--- config.mk ---
export PLATFORM = sky130hd
export DESIGN_NAME = stream_demux_1to2
export DESIGN_NICKNAME = d
export VERILOG_FILES = /design/src/rtl/demux_pkg.sv /design/src/rtl/demux_fifo.sv /design/src/rtl/stream_demux_1to2.sv
export SDC_FILE = /design/constraint.sdc
export NUM_CORES = 1
export LEC_CHECK = 0
export ABC_CLOCK_PERIOD_IN_PS = 3600
export CAP_MARGIN = 20
export CORE_UTILIZATION = 29
export CTS_CLUSTER_DIAMETER = 120
export DETAILED_ROUTE_END_ITERATION = 6
export GPL_ROUTABILITY_DRIVEN = 0
export PLACE_DENSITY = 0.6
export SYNTH_ARGS = -nofsm -noshare
export SYNTH_HDL_FRONTEND = slang
export SYNTH_HIERARCHICAL = 1
export SYNTH_SLANG_ARGS = --single-unit
--- constraint.sdc ---
create_clock -name clk -period 3.6 [get_ports clk]
set_input_delay 0.36 -clock clk [delete_from_list [all_inputs] [get_ports clk]]
set_output_delay 0.36 -clock clk [all_outputs]
set_load 0.05 [all_outputs]
--- src/rtl/demux_pkg.sv ---
// Shared definitions for the 1-to-2 stream router.
//   DEMUX_SEL_OUT1 / DEMUX_SEL_OUT2 : in_sel encodings for the two destinations.
//   DEMUX_DEPTH                     : default per-output FIFO depth.
//   demux_clog2()                   : pointer width for a given depth.
// Optional feature macro used by the top level: DEMUX_BYPASS_EN.
package demux_pkg;

  localparam logic DEMUX_SEL_OUT1 = 1'b0;
  localparam logic DEMUX_SEL_OUT2 = 1'b1;

  localparam int unsigned DEMUX_DEPTH = 2;

  // Smallest w with 2**w >= n; evaluated at elaboration only.
  function automatic int unsigned demux_clog2(input int unsigned n);
    int unsigned w;
    w = 0;
    for (int unsigned i = 0; i < 32; i++) begin
      if ((64'd1 << i) < 64'(n)) w = i + 1;
    end
    return w;
  endfunction

endpackage

--- src/rtl/demux_fifo.sv ---
// Small synchronous FIFO used once per router output.
// Ports:
//   clk, rst_n  : clock, asynchronous active-low reset (clears pointers and count)
//   push        : write push_data (ignored when full)
//   push_data   : word to enqueue
//   full        : count == depth
//   pop         : drop the head word (ignored when empty)
//   head_data   : head word, forced to 0 while empty
//   empty       : count == 0
// depth must be a power of two (>= 2) so the pointers wrap naturally.
module demux_fifo
  import demux_pkg::*;
#(
  parameter int unsigned width = 16,
  parameter int unsigned depth = DEMUX_DEPTH
) (
  input  logic             clk,
  input  logic             rst_n,
  input  logic             push,
  input  logic [width-1:0] push_data,
  output logic             full,
  input  logic             pop,
  output logic [width-1:0] head_data,
  output logic             empty
);

  localparam int unsigned PtrW = demux_clog2(depth);
  localparam int unsigned CntW = PtrW + 1;

  logic [width-1:0] mem_q [depth];
  logic [PtrW-1:0]  wptr_q, wptr_d;
  logic [PtrW-1:0]  rptr_q, rptr_d;
  logic [CntW-1:0]  count_q, count_d;
  logic             do_push, do_pop;

  assign full    = (count_q == CntW'(depth));
  assign empty   = (count_q == '0);
  assign do_push = push && !full;
  assign do_pop  = pop && !empty;

  always_comb begin
    wptr_d  = wptr_q;
    rptr_d  = rptr_q;
    count_d = count_q;
    if (do_push) wptr_d = wptr_q + PtrW'(1);
    if (do_pop)  rptr_d = rptr_q + PtrW'(1);
    case ({do_push, do_pop})
      2'b10:   count_d = count_q + CntW'(1);
      2'b01:   count_d = count_q - CntW'(1);
      default: count_d = count_q;
    endcase
  end

  always_ff @(posedge clk or negedge rst_n) begin
    if (!rst_n) begin
      wptr_q  <= '0;
      rptr_q  <= '0;
      count_q <= '0;
    end else begin
      wptr_q  <= wptr_d;
      rptr_q  <= rptr_d;
      count_q <= count_d;
    end
  end

  // Storage needs no reset: stale entries are never visible because the head is masked when empty.
  always_ff @(posedge clk) begin
    if (do_push) mem_q[wptr_q] <= push_data;
  end

  assign head_data = empty ? '0 : mem_q[rptr_q];

endmodule

--- src/rtl/stream_demux_1to2.sv ---
// Registered 1-to-2 stream router. Each accepted input word is queued in the FIFO of the
// destination chosen by in_sel; each output drains independently with valid/ready.
// Ports:
//   clk, rst_n                    : clock, asynchronous active-low reset
//   in_data, in_sel, in_valid     : producer word, destination (0 = out1, 1 = out2), valid
//   in_ready                      : not-full of the selected FIFO (independent of in_valid)
//   out1_data/valid/ready         : consumer 1 handshake, data is the FIFO 1 head
//   out2_data/valid/ready         : consumer 2 handshake, data is the FIFO 2 head
// Optional macro DEMUX_BYPASS_EN: when the selected FIFO is empty and its consumer is ready,
// the input word is forwarded combinationally and not stored.
module stream_demux_1to2
  import demux_pkg::*;
#(
  parameter int unsigned width = 16,
  parameter int unsigned depth = DEMUX_DEPTH
) (
  input  logic             clk,
  input  logic             rst_n,
  input  logic [width-1:0] in_data,
  input  logic             in_sel,
  input  logic             in_valid,
  output logic             in_ready,
  output logic [width-1:0] out1_data,
  output logic             out1_valid,
  input  logic             out1_ready,
  output logic [width-1:0] out2_data,
  output logic             out2_valid,
  input  logic             out2_ready
);

  logic             push1, push2;
  logic             pop1, pop2;
  logic             full1, full2;
  logic             empty1, empty2;
  logic [width-1:0] head1, head2;
  logic             byp1, byp2;
  logic             to_out1, to_out2;

  assign to_out1 = (in_sel == DEMUX_SEL_OUT1);
  assign to_out2 = (in_sel == DEMUX_SEL_OUT2);

  // Registered fullness only: a pop in the same cycle does not free the slot early.
  assign in_ready = to_out2 ? !full2 : !full1;

`ifdef DEMUX_BYPASS_EN
  assign byp1 = in_valid && to_out1 && empty1 && out1_ready;
  assign byp2 = in_valid && to_out2 && empty2 && out2_ready;
`else
  assign byp1 = 1'b0;
  assign byp2 = 1'b0;
`endif

  assign push1 = in_valid && in_ready && to_out1 && !byp1;
  assign push2 = in_valid && in_ready && to_out2 && !byp2;
  assign pop1  = out1_ready && !empty1;
  assign pop2  = out2_ready && !empty2;

  assign out1_valid = !empty1 || byp1;
  assign out2_valid = !empty2 || byp2;
  assign out1_data  = byp1 ? in_data : head1;
  assign out2_data  = byp2 ? in_data : head2;

  demux_fifo #(
    .width (width),
    .depth (depth)
  ) u_fifo1 (
    .clk       (clk),
    .rst_n     (rst_n),
    .push      (push1),
    .push_data (in_data),
    .full      (full1),
    .pop       (pop1),
    .head_data (head1),
    .empty     (empty1)
  );

  demux_fifo #(
    .width (width),
    .depth (depth)
  ) u_fifo2 (
    .clk       (clk),
    .rst_n     (rst_n),
    .push      (push2),
    .push_data (in_data),
    .full      (full2),
    .pop       (pop2),
    .head_data (head2),
    .empty     (empty2)
  );

endmodule

==> impl_metrics.yaml <==
timing:
  rsz0062_at_grt: "no"
  setup_viol: 0
  period_share_pct: 80.08
  setup-tns-final_ns: 0
  drv_slew: 0
  holdWs_ns: 0.2985
  skew_ns: 0.004421
  clock.fmax_mhz: 346.9
  slew-limit-headroom_pct: 31.53
  finalWorstSetupSlack_ns: 0.7172
  min_period_ns: 2.883
  final_hold_viol_count: 0
  worst_pin_slew_ns: 1.027
power:
  leakagePower_uw: 0.001404
  finalPower_uw: 3751
  peakVddDrop_uv: 463.0
  power_density_nw_per_um2: 988.8
global_route:
  grtUsageTotal_pct: 11.99
  grt_pass1_vias: 1696
  grt_overflow_total: 0
  grt_pass1_wl_um: 8756
  antenna_found_initial: 0
  grt_max_degree: 20
critical_path:
  path_buf_inv: 1
  cp_max_fo: 17
  slowest_delay_ns: 1.02
  crit_arrival_ns: 2.52
  cp_slowest_cell: "dfrtp_1"
  critPathTopFamily: "flip-flops"
  rrSetupSlack_ns: 1.42
  crit_type: "flop to output pin"
  worstSetupStartpointType: "flop"
  crit_required_ns: 3.24
  path_cells: "mux2i_1 -> nor2_1 -> clkdlybuf4s50_1"
  cp-end-kind: "output pin"
clocking:
  insertion_delay_ns: 0.34
  cts_sinks: 72
  clock_path_buffers: 2
  post_cts_buffers: 0
  cts_hold_buf: 0
  cts_tree: "built"
  cts_buffers: 9
  postCtsResizedCells: 0
  cts_max_level: 3
  cts.clk_slew.worst_paths_ns: 0.07
  clockRootBuffer: "clkbuf_8"
outcome:
  status: "completed"
layout:
  synthToLayoutAreaGrowth_pct: 32.46
  drive_above_1_share_pct: 8.980
  final_cell_mix: "64 x edfxtp_1, 56 x clkdlybuf4s50_1, 34 x nor2_1"
  nets: 264
  final_common_cell: "edfxtp_1"
  diodes: 0
routing:
  detailroute.via_count: 1580
  final_antenna_net_count: 0
  vias_per_cell: 4.225
  drt_iter0_drc: 43
  drtPass1Iterations: 4
  routed_wl_um: 5600
  drc_errors: 0
  post_drt_wl_per_cell_um: 14.97
floorplan:
  dieHeight_um: 101.4
  io_pins: 57
  die_w_um: 101.4
  die-area_um2: 10280
  core_um2: 9415
  start_util_pct: 30.42
  row_count: 35
yosys:
  yosysSeqAreaShare_pct: 74.09
  synth_cells: 177
  synth_compound_area_share_pct: 0
  synth_top_family_by_area: "multiplexers"
  synth.net_count: 201
  synth_fa_ha_area_share_pct: 0.8737
  synth_cell_type_count: 19
  yosys.area_share.simple_pct: 8.257
  synthMuxAreaShare_pct: 11.53
  syn_area_um2: 2864
  yosys_warnings: 6
  synthXorXnorAreaFrac_pct: 3.058
  avgSynthCellArea_um2: 16.18
  ys_ff_latch: 72
placement:
  portBuffers: 56
  hpwl_um: 3642
  dp_slack_ns: 1.021
job:
  drv_cap: 0
worst_hold_path:
  holdCritPathClass: "primary input to asynchronous set/reset pin"
kinds of logic (layout without fill, tap and decap cells):
| kind of cell | after synthesis | in the layout |
|---|---|---|
| XOR/XNOR | 10 | 10 |
| adder cells (fa/ha/maj) | 2 | 2 |
| buffers and inverters | 10 | 78 |
| flip-flops | 72 | 72 |
| multiplexers | 33 | 33 |
| AND/OR/NAND/NOR | 50 | 50 |
synth_stat cells:
| cell | count | share of area (%) |
|---|---|---|
| nand2_1 | 2 | 0.26 |
| buf_2 | 2 | 0.35 |
| and3b_1 | 1 | 0.31 |
| xor2_1 | 4 | 1.2 |
| xnor2_1 | 6 | 1.8 |
| buf_6 | 2 | 0.79 |
| nor2b_2 | 2 | 0.61 |
| edfxtp_1 | 64 | 67 |
| ha_1 | 2 | 0.87 |
| mux2i_1 | 33 | 12 |
| nor2b_1 | 2 | 0.44 |
| inv_1 | 4 | 0.52 |
| nand2b_1 | 2 | 0.44 |
| nor3b_1 | 1 | 0.26 |
| dfrtp_1 | 8 | 7.0 |
| nor2_4 | 2 | 0.79 |
| buf_4 | 2 | 0.52 |
| nor2_1 | 36 | 4.7 |
| and3_1 | 2 | 0.44 |
final timing paths:
| kind | start | end | cells past startpoint |
|---|---|---|---|
| hold reg to reg | u_fifo2/wptr_q | u_fifo2/wptr_q | 1 |
| setup reg to reg | u_fifo2/count_q[0] | u_fifo2/mem_q[0][11] | 5 |
| max in group asynchronous | rst_n | u_fifo2/count_q[1] | 1 |
| hold / removal | rst_n | u_fifo1/count_q[0] | 1 |
| setup / recovery | u_fifo2/rptr_q | out2_data[6] | 3 |
| min in group clk | u_fifo2/wptr_q | u_fifo2/wptr_q | 1 |
registers in the layout, summed over array words and instances, names as in the netlist:
name,count
u_fifo1/mem_q,32
u_fifo2/mem_q,32
u_fifo1/count_q,2
u_fifo2/count_q,2
u_fifo1/rptr_q,1
u_fifo1/wptr_q,1
u_fifo2/rptr_q,1
u_fifo2/wptr_q,1
area by class of cell:
| type | instances | area, um2 |
|---|---|---|
| Multi-Input combinational cell | 95 | 684.4 |
| Clock inverter | 6 | 107.6 |
| Fill cell | 900 | 5622 |
| Tap cell | 129 | 161.4 |
| Clock buffer | 10 | 127.6 |
| Timing Repair Buffer | 58 | 575.6 |
| Inverter | 4 | 15.01 |
| Sequential cell | 72 | 2122 |
report_power, final:
| group | switching, uW | internal, uW | total [uW] |
|---|---|---|---|
| logic | 1170 | 622 | 1790 |
| registers | 149 | 1070 | 1210 |
| clock network | 284 | 458 | 742 |
| total | 1610 | 2150 | 3750 |
worst reg2reg max path: stages (launching register included):
cell and delay (ns):
dfrtp_1 0.45, nand2b_1 0.20, inv_1 0.07, and3b_1 0.24
nand2_1 0.12, nor2_2 0.73
per-layer routing:
metal | track usage, % | part of all wire, % | vias to the layer above
li1 | - | - | 762
met1 | 14.35 | 45 | 767
met2 | 19.47 | 48 | 45
met3 | 4.072 | 5.5 | 6
met4 | 5.686 | 1.2 | 0
met5 | 0 | 0 | -
per-stage QoR:
stage	cell area, um2	cells	utilization (%)
finish	3794	374	40.29
global route	3794	374	40.29
global placement	3558	358	37.79
floorplan	2864	177	-
CTS	3794	374	40.29
detailed placement	3558	358	37.79
Note: power is estimated with default switching activity, not from simulation.
==> edit (config.mk and constraints unchanged) <==
Set the package constant `DEMUX_DEPTH` to 4 (it was 2).
--- a/src/rtl/demux_pkg.sv
+++ b/src/rtl/demux_pkg.sv
@@ -8,7 +8,7 @@
   localparam logic DEMUX_SEL_OUT1 = 1'b0;
   localparam logic DEMUX_SEL_OUT2 = 1'b1;
 
-  localparam int unsigned DEMUX_DEPTH = 2;
+  localparam int unsigned DEMUX_DEPTH = 4;
 
   // Smallest w with 2**w >= n; evaluated at elaboration only.
   function automatic int unsigned demux_clog2(input int unsigned n);
Behaviour: not the same (a bounded check fails within 4 cycles, from zero or initial values and one cycle with rst_n low).
==> edit against the unedited design <==
Global-route usage fell by 0.18 points. Non-clock buffer count rose by 8. Clock power rose by 110%. Sequential cell count rose by 70. Routed wire length rose by 100%. Cell count rose by 72%. Worst setup slack got worse by 0.29 ns. Power rose by 82%. Area after synthesis rose by 110%. Count of clock-buffer cells in the layout rose by 8. Via count rose by 74%. Critical path depth rose by 1. Design area rose by 94%. Largest power group unchanged. Highest routed layer unchanged.
==> edit: results (changes against the unedited design) <==
pin count of the biggest net entering global routing: 18 (-10%)
Critical R2R Capture: u_fifo2/count_q[2]$_DFFE_PN0P_
status: finished, final reports clean
peak fanout along the critical path: 11 (-6)
clk_lat worst skew: 0.41 ns (+0.07 ns)
layout cell share with drive strength beyond 1: 20.4% (+11 points)
global routing usage on met1: 15.1% (+0.70 points)
Setup crit start: u_fifo1/rptr_q[0]$_DFFE_PN0P_
synth unique cells: 25 (+6)
Vias: 2,751 (+74%)
Num CTS Buffers: 17 (+8)
first-pass GRT wire length: 18.1 mm (+110%)
Net Sw Power: 2600 µW (+62%)
Synth area leaders: edfxtp_1 65%, mux4_1 7.1%, mux4_2 6.0%, dfrtp_1 5.9%, nor2b_4 3.7%
most frequent cells after synthesis: 128 x edfxtp_1, 20 x nor2b_1, 16 x mux4_1, 16 x mux4_2, 16 x nor2b_4
skew final: 0.00488 ns (+0.000461 ns)
Post-synth EDFFs: 128 (+100%)
post-DP HPWL: 7.46 mm (+100%)
worst r2r path cells: 9 (+4)
initial drt markers: 180 (+320%)
peak supply drop: 0.000464 V (+0.11%)
r2r setup slk: 1.19 ns (-0.23 ns)
vias in the first global route: 3,070 (+81%)
final cell count without fillers: 643 (+72%)
final wirelength: 11.4 mm (+100%)
first drt pass iteration count: 5 (+1)
[edit: cell types whose count changed after synthesis, moves of 10 or more]
cell,delta
edfxtp_1,+64
inv_1,+10
mux2i_1,-30
mux4_1,+16
mux4_2,+16
nor2_1,-32
nor2b_1,+18
nor2b_4,+16
[edit: cell families after synthesis]
kind of cell / after synthesis / share of synthesized area (%)
mux: 37 / 14.0
xor+xnor: 12 / 1.76
simple gates: 58 / 8.55
buf+inv: 24 / 2.52
flops: 142 / 70.4
fa+ha+maj: 12 / 2.77
[edit: metrics by stage]
step,total power [µW],setup slack (ns),utilization (%),area (µm²)
after detailed placement,5340,0.781,33.9,6850
after global routing,7170,0.292,36.6,7380
after global placement,5280,0.845,33.9,6850
after CTS,6930,0.343,36.6,7380
after floorplan,4460,1.41,-,5960
final,6830,0.426,36.6,7380
[edit: cell type report]
cell class              count  area (µm²)
fillers                  1883       12800
flip-flops and latches    142        4190
multi-input cells         119        1610
repair buffers             66         648
clock buffers              18         429
well taps                 270         338
clock inverters            14         101
inverters                  14        52.6
